===== src/rtl/seq_burst_ctrl_if.sv =====
// seq_burst_ctrl_if: command, generator and output-beat signals of the burst scheduler.
// Optional SEQ_BURST_CTRL_CSUM_EN adds the csum signal.
`timescale 1ns/1ps
`default_nettype none

interface seq_burst_ctrl_if #(
  parameter int DATA_W = 8,
  parameter int LEN_W  = 8,
  parameter int GAP_W  = 4,
  parameter int REP_W  = 4
);
  logic              cmd_valid;
  logic              cmd_ready;
  logic [LEN_W-1:0]  cmd_len;
  logic [GAP_W-1:0]  cmd_gap;
  logic [REP_W-1:0]  cmd_reps;
  logic              abort;
  logic              gen_enable;
  logic [DATA_W-1:0] gen_data;
  logic              out_valid;
  logic              out_ready;
  logic [DATA_W-1:0] out_data;
  logic              busy;
  logic              done;
  logic              err;
`ifdef SEQ_BURST_CTRL_CSUM_EN
  logic [DATA_W-1:0] csum;
`endif

  modport slave (
    input  cmd_valid, cmd_len, cmd_gap, cmd_reps, abort, gen_data, out_ready,
`ifdef SEQ_BURST_CTRL_CSUM_EN
    output csum,
`endif
    output cmd_ready, gen_enable, out_valid, out_data, busy, done, err
  );

  modport master (
    output cmd_valid, cmd_len, cmd_gap, cmd_reps, abort, gen_data, out_ready,
`ifdef SEQ_BURST_CTRL_CSUM_EN
    input  csum,
`endif
    input  cmd_ready, gen_enable, out_valid, out_data, busy, done, err
  );
endinterface

`default_nettype wire


===== src/rtl/seq_burst_ctrl.sv =====
// seq_burst_ctrl: sequences generator enable into bursts and forwards beats through a
// one-deep valid/ready register. Optional SEQ_BURST_CTRL_CSUM_EN adds an XOR checksum. Rev 1.0
`timescale 1ns/1ps
`default_nettype none

module seq_burst_ctrl #(
  parameter int DATA_W = 8,
  parameter int LEN_W  = 8,
  parameter int GAP_W  = 4,
  parameter int REP_W  = 4
) (
  input  wire logic      clk,
  input  wire logic      reset,
  seq_burst_ctrl_if.slave bus
);

  typedef enum logic [1:0] {
    S_IDLE  = 2'd0,
    S_RUN   = 2'd1,
    S_GAP   = 2'd2,
    S_FLUSH = 2'd3
  } state_t;

  state_t            r_state;
  state_t            w_next;

  logic [LEN_W-1:0]  r_len;
  logic [LEN_W-1:0]  r_beat_cnt;
  logic [GAP_W-1:0]  r_gap;
  logic [GAP_W-1:0]  r_gap_cnt;
  logic [REP_W-1:0]  r_reps;
  logic [REP_W-1:0]  r_rep_cnt;
  logic              r_out_valid;
  logic [DATA_W-1:0] r_out_data;
  logic              r_done;
  logic              r_err;

  logic              w_accept;
  logic              w_illegal;
  logic              w_abort;
  logic              w_gen_enable;
  logic              w_flush_done;
  logic              w_drain;
  logic              w_last_beat;
  logic              w_more_reps;
  logic              w_gap_end;

  assign w_drain     = r_out_valid && bus.out_ready;
  assign w_last_beat = (r_beat_cnt == (r_len - LEN_W'(1)));
  assign w_more_reps = (r_rep_cnt != r_reps);
  assign w_gap_end   = (r_gap_cnt == (r_gap - GAP_W'(1)));

  always_ff @(posedge clk or posedge reset) begin
    if (reset) begin
      r_state <= S_IDLE;
    end else begin
      r_state <= w_next;
    end
  end

  always_comb begin
    w_next       = r_state;
    w_accept     = 1'b0;
    w_illegal    = 1'b0;
    w_abort      = 1'b0;
    w_gen_enable = 1'b0;
    w_flush_done = 1'b0;
    case (r_state)
      S_IDLE: begin
        if (bus.cmd_valid) begin
          if (bus.cmd_len != '0) begin
            w_accept = 1'b1;
            w_next   = S_RUN;
          end else begin
            w_illegal = 1'b1;
          end
        end
      end
      S_RUN: begin
        if (bus.abort) begin
          w_abort = 1'b1;
          w_next  = S_IDLE;
        end else begin
          // A beat is taken only when the output register is free or draining this edge.
          w_gen_enable = !r_out_valid || bus.out_ready;
          if (w_gen_enable && w_last_beat) begin
            if (w_more_reps) begin
              w_next = (r_gap != '0) ? S_GAP : S_RUN;
            end else begin
              w_next = S_FLUSH;
            end
          end
        end
      end
      S_GAP: begin
        if (bus.abort) begin
          w_abort = 1'b1;
          w_next  = S_IDLE;
        end else if (w_gap_end) begin
          w_next = S_RUN;
        end
      end
      S_FLUSH: begin
        if (bus.abort) begin
          w_abort = 1'b1;
          w_next  = S_IDLE;
        end else if (w_drain) begin
          w_flush_done = 1'b1;
          w_next       = S_IDLE;
        end
      end
      default: w_next = S_IDLE;
    endcase
  end

  always_ff @(posedge clk or posedge reset) begin
    if (reset) begin
      r_len       <= '0;
      r_gap       <= '0;
      r_reps      <= '0;
      r_beat_cnt  <= '0;
      r_gap_cnt   <= '0;
      r_rep_cnt   <= '0;
      r_out_valid <= 1'b0;
      r_out_data  <= '0;
      r_done      <= 1'b0;
      r_err       <= 1'b0;
    end else begin
      r_done <= w_flush_done || w_illegal;
      r_err  <= w_illegal || w_abort;

      if (w_accept) begin
        r_len      <= bus.cmd_len;
        r_gap      <= bus.cmd_gap;
        r_reps     <= bus.cmd_reps;
        r_beat_cnt <= '0;
        r_gap_cnt  <= '0;
        r_rep_cnt  <= '0;
      end else if (w_gen_enable) begin
        if (w_last_beat) begin
          r_beat_cnt <= '0;
          r_gap_cnt  <= '0;
          if (w_more_reps) begin
            r_rep_cnt <= r_rep_cnt + REP_W'(1);
          end
        end else begin
          r_beat_cnt <= r_beat_cnt + LEN_W'(1);
        end
      end else if (r_state == S_GAP) begin
        r_gap_cnt <= r_gap_cnt + GAP_W'(1);
      end

      // A capture on the same edge as a drain keeps the register full.
      if (w_abort) begin
        r_out_valid <= 1'b0;
      end else if (w_gen_enable) begin
        r_out_valid <= 1'b1;
        r_out_data  <= bus.gen_data;
      end else if (w_drain) begin
        r_out_valid <= 1'b0;
      end
    end
  end

`ifdef SEQ_BURST_CTRL_CSUM_EN
  logic [DATA_W-1:0] r_csum;

  always_ff @(posedge clk or posedge reset) begin
    if (reset) begin
      r_csum <= '0;
    end else if (w_accept) begin
      r_csum <= '0;
    end else if (w_drain) begin
      r_csum <= r_csum ^ r_out_data;
    end
  end

  assign bus.csum = r_csum;
`endif

  assign bus.cmd_ready  = (r_state == S_IDLE);
  assign bus.busy       = (r_state != S_IDLE);
  assign bus.gen_enable = w_gen_enable;
  assign bus.out_valid  = r_out_valid;
  assign bus.out_data   = r_out_data;
  assign bus.done       = r_done;
  assign bus.err        = r_err;

endmodule

`default_nettype wire


===== src/flat_wrapper.sv =====
// flat-port wrapper written by rule: the top's interface ports become plain ports
module seq_burst_ctrl_flat 
#(
  parameter int DATA_W = 8,
  parameter int LEN_W  = 8,
  parameter int GAP_W  = 4,
  parameter int REP_W  = 4
)
  (clk, reset, bus_cmd_valid, bus_cmd_len, bus_cmd_gap, bus_cmd_reps, bus_abort, bus_gen_data, bus_out_ready, bus_cmd_ready, bus_gen_enable, bus_out_valid, bus_out_data, bus_busy, bus_done, bus_err);
  seq_burst_ctrl_if #(.DATA_W(DATA_W), .LEN_W(LEN_W), .GAP_W(GAP_W), .REP_W(REP_W)) bus_i ();
  input  wire logic clk;
  input  wire logic reset;
  input wire logic [$bits(bus_i.cmd_valid)-1:0] bus_cmd_valid;
  input wire logic [$bits(bus_i.cmd_len)-1:0] bus_cmd_len;
  input wire logic [$bits(bus_i.cmd_gap)-1:0] bus_cmd_gap;
  input wire logic [$bits(bus_i.cmd_reps)-1:0] bus_cmd_reps;
  input wire logic [$bits(bus_i.abort)-1:0] bus_abort;
  input wire logic [$bits(bus_i.gen_data)-1:0] bus_gen_data;
  input wire logic [$bits(bus_i.out_ready)-1:0] bus_out_ready;
  output wire logic [$bits(bus_i.cmd_ready)-1:0] bus_cmd_ready;
  output wire logic [$bits(bus_i.gen_enable)-1:0] bus_gen_enable;
  output wire logic [$bits(bus_i.out_valid)-1:0] bus_out_valid;
  output wire logic [$bits(bus_i.out_data)-1:0] bus_out_data;
  output wire logic [$bits(bus_i.busy)-1:0] bus_busy;
  output wire logic [$bits(bus_i.done)-1:0] bus_done;
  output wire logic [$bits(bus_i.err)-1:0] bus_err;
  assign bus_i.cmd_valid = bus_cmd_valid;
  assign bus_i.cmd_len = bus_cmd_len;
  assign bus_i.cmd_gap = bus_cmd_gap;
  assign bus_i.cmd_reps = bus_cmd_reps;
  assign bus_i.abort = bus_abort;
  assign bus_i.gen_data = bus_gen_data;
  assign bus_i.out_ready = bus_out_ready;
  assign bus_cmd_ready = bus_i.cmd_ready;
  assign bus_gen_enable = bus_i.gen_enable;
  assign bus_out_valid = bus_i.out_valid;
  assign bus_out_data = bus_i.out_data;
  assign bus_busy = bus_i.busy;
  assign bus_done = bus_i.done;
  assign bus_err = bus_i.err;
  seq_burst_ctrl #(.DATA_W(DATA_W), .LEN_W(LEN_W), .GAP_W(GAP_W), .REP_W(REP_W)) u_core (.clk(clk), .reset(reset), .bus(bus_i));
endmodule

===== config.mk =====
export PLATFORM = sky130hd
export DESIGN_NAME = seq_burst_ctrl_flat
export DESIGN_NICKNAME = d
export VERILOG_FILES = /design/src/rtl/seq_burst_ctrl_if.sv /design/src/rtl/seq_burst_ctrl.sv /design/src/flat_wrapper.sv
export SDC_FILE = /design/constraint.sdc
export NUM_CORES = 1
export LEC_CHECK = 0
export ABC_AREA = 0
export CORE_ASPECT_RATIO = 0.9
export CORE_MARGIN = 2
export CORE_UTILIZATION = 52
export CTS_CLUSTER_DIAMETER = 200
export DETAILED_ROUTE_END_ITERATION = 7
export PLACE_DENSITY = 0.78
export SYNTH_ARGS = -nofsm -noshare
export SYNTH_HDL_FRONTEND = slang
export SYNTH_SLANG_ARGS = --single-unit
export TNS_END_PERCENT = 5

===== constraint.sdc =====
create_clock -name clk -period 2.7 [get_ports clk]
set_clock_uncertainty 0.1 [all_clocks]
set_input_delay 0.54 -clock clk [delete_from_list [all_inputs] [get_ports clk]]
set_output_delay 0.54 -clock clk [all_outputs]
set_load 0.005 [all_outputs]

==> reports/qor.txt <==
Num ports: 43
Asr flop ratio synth: 100%
Core area: 0.00449 mm2
Final worst slack: 0.0773 ns
H-tree lvl count: 2
ANT cells: 0
P_sw: 902 uW
VDD IR max: 0.405 mV
Final hold viol count: 0
Nets@finish: 369
Max Clk Rate: 0.381 GHz
Vias in the first global route: 2000
Vias per cell: 5.37
Pin count of the biggest net entering global routing: 46
CP bufs+invs: 1
DR pass1 iterations: 4
RSZ-0062 raised after global routing: yes
Least-Margin Pin Slew: 0.558 ns
Clk slew on worst S/H paths: 0.08 ns
Combinational share of power: 38.2%
EDFF count, synth: 0
Hold WC Path Type: reg -> reg
Initial Util: 54.2%
Die area: 0.00524 mm2
Gr usage total: 22.0%
Input/output buffers: 42
Sequential area share after synthesis: 46.3%
Predominant post-synthesis flop cell: dfrtp_1
CTS max path bufs: 2
Synth Instances: 278
Max-cap violations: 0
Synth area leader: dfrtp_1
Hold WS: 0.377 ns
Syn_area_per_cell: 8.75 um2
Worst-Skew Late Latency: 0.29 ns
CP Max Fanout: 12
Die width: 76.1 um
Critical Path RT: 2.82 ns
Layout Area Growth over Synthesis: 29.8%
P_leak: 0.00143 uW
Worst-path cell chain: inv_1 > ha_1 > or3b_1 > nor4_2 > o2111ai_2 > a211o_2 > or3_1 > a21oi_1
Part of the power in registers: 39.2%
Gpl congestion: 0.812
Layout cells sized above 1: 10.4%
Net Sw Frac: 34.2%
Fin. max-slew vios: 0
#FFs+latches synth: 45
CP endpoint kind: flop
Root Driver: clkbuf_8
Yosys top cell area share: 46.3%
ANT nets after route: 0
Crit path DAT: 2.75 ns
WL final: 5330 um
Outcome: completed
Ys Warns: 0
Die height: 68.9 um
Highest-delay cell along the critical path: a211o_2
Setup TNS: 0 ns
Cell family with most CP delay: simple AND/OR/NAND/NOR gates
Synthesized net count: 313
Post-DP HPWL: 3880 um
Commonest non-fill, non-tap cell in the layout: nand2_1
Relative slew slack: 62.8%
CTS sink count: 45
Critical path's largest stage delay: 0.45 ns
Most frequent cells in the layout: nand2_1 (83), dfrtp_1 (45), clkdlybuf4s50_1 (41)
Setup-failing EPs final: 0
Min Tclk post-route: 2.62 ns
# rows: 23
Setup WS pre-CTS: 0.0138 ns
Clock power frac: 22.5%
Top post-synthesis cells by area: dfrtp_1 (46%), nand2_1 (13%), xnor2_1 (4.3%)
Total gr overflow: 0
Startpoint Class: flop
Wire per inst: 13.4 um
Synth cell types: 48
WS Path Type: reg -> reg
TritonCTS Buffers: 5
Pwr dens: 834 mW/mm2
Drc violations: 0
Number of DRC markers in iteration 0: 99
Tcrit/Tclk final: 97.1%
Post-Syn Area: 0.00243 mm2
Pint: 1730 uW
Via count: 2130
First-pass GRT wire length: 9070 um
Initial antenna violation count: 0
Post-CTS Setup Inserts: 0
TritonCTS clock tree: done
metal layers:
| metal | GRT usage [%] | part of all wire [%] | vias to the layer above |
|---|---|---|---|
| li1 | - | - | 1078 |
| met1 | 28.7 | 47 | 1003 |
| met2 | 37.9 | 49 | 44 |
| met3 | 4.04 | 3.4 | 5 |
| met4 | 7.73 | 0.90 | 0 |
| met5 | 0 | 0 | - |
repair_timing:
| action | CTS | global route |
|---|---|---|
| setup endpoints to repair | 0 | 11 |
| hold buffers | 0 | 0 |
| gates resized for setup | 0 | 4 |
cell type report:
class / instances / area, um2
clock buffers: 5 / 68.8
clock inverters: 3 / 65.1
fillers: 363 / 1330
inverters: 13 / 48.8
multi-input cells: 212 / 1240
flip-flops and latches: 45 / 1130
well taps: 62 / 77.6
repair buffers: 57 / 536
worst min-delay path, stage by stage, from the launching register on:
cell,delay [ns]
dfrtp_1,0.35
nand2_1,0.05
nand2_1,0.05
synth_stat cells, types with 2 or more instances:
| library cell | number |
|---|---|
| a221oi_1 | 2 |
| nor4_1 | 4 |
| nor2_1 | 11 |
| nor3_1 | 2 |
| inv_1 | 13 |
| a31oi_1 | 4 |
| a21oi_1 | 9 |
| nand2_1 | 83 |
| xnor2_1 | 12 |
| o21ai_0 | 19 |
| nand3_1 | 12 |
| a311oi_1 | 2 |
| nand4_1 | 3 |
| a221o_1 | 4 |
| or3_1 | 3 |
| and3_1 | 2 |
| dfrtp_1 | 45 |
| clkbuf_1 | 6 |
| or2_2 | 2 |
| xor2_1 | 7 |
| ha_1 | 6 |
registers in the layout, summed over array words and instances (netlist names):
name	flops
u_core.bus.out_data	8
u_core.r_beat_cnt	8
u_core.r_len	8
u_core.r_gap	4
u_core.r_gap_cnt	4
u_core.r_rep_cnt	4
u_core.r_reps	4
u_core.r_state	2
u_core.bus.done	1
u_core.bus.err	1
u_core.bus.out_valid	1
worst paths after layout:
kind                                         from                endpoint  slack [ns]  cells past startpoint
setup / recovery                  u_core.r_len[1]     u_core.r_rep_cnt[2]        0.08                      8
hold / removal             u_core.bus.out_data[3]  u_core.bus.out_data[3]        0.38                      2
setup reg to reg                  u_core.r_len[1]     u_core.r_rep_cnt[2]        0.08                      8
hold reg to reg            u_core.bus.out_data[3]  u_core.bus.out_data[3]        0.38                      2
max in group asynchronous                   reset       u_core.r_state[1]        1.52                      3
min in group asynchronous                   reset     u_core.r_gap_cnt[0]        0.60                      3
stage by stage:
stage | std cells | cell area, um2 | total power [uW] | utilization, %
floorplan | 278 | 2430 | 1660 | -
global placement | 389 | 3010 | 2010 | 67.0
detailed placement | 389 | 3010 | 2040 | 67.0
CTS | 397 | 3140 | 2640 | 70.0
global route | 397 | 3160 | 2840 | 70.3
finish | 397 | 3160 | 2630 | 70.3
cells by family (layout without fill, tap and decap cells):
family / count (synthesis) / count (layout) / share of synthesized area (%)
AO/OA/AOI/OAI: 53 / 53 / 15.3
XOR/XNOR: 19 / 19 / 6.84
adder cells (fa/ha/maj): 6 / 6 / 3.09
buffers and inverters: 21 / 78 / 3.40
flip-flops: 45 / 45 / 46.3
multiplexers: 1 / 1 / 0.412
AND/OR/NAND/NOR: 133 / 133 / 24.6
power by group through the flow:
stage	Sequential [uW]	Combinational, uW	Clock (uW)
3_3_place_gp	1030	978	0
5_1_grt	1060	1140	639
3_5_place_dp	1040	996	0
6_report	1030	1010	594
4_1_cts	1030	1010	605
2_1_floorplan	1010	648	0
Note: power is estimated with default switching activity, not from simulation.
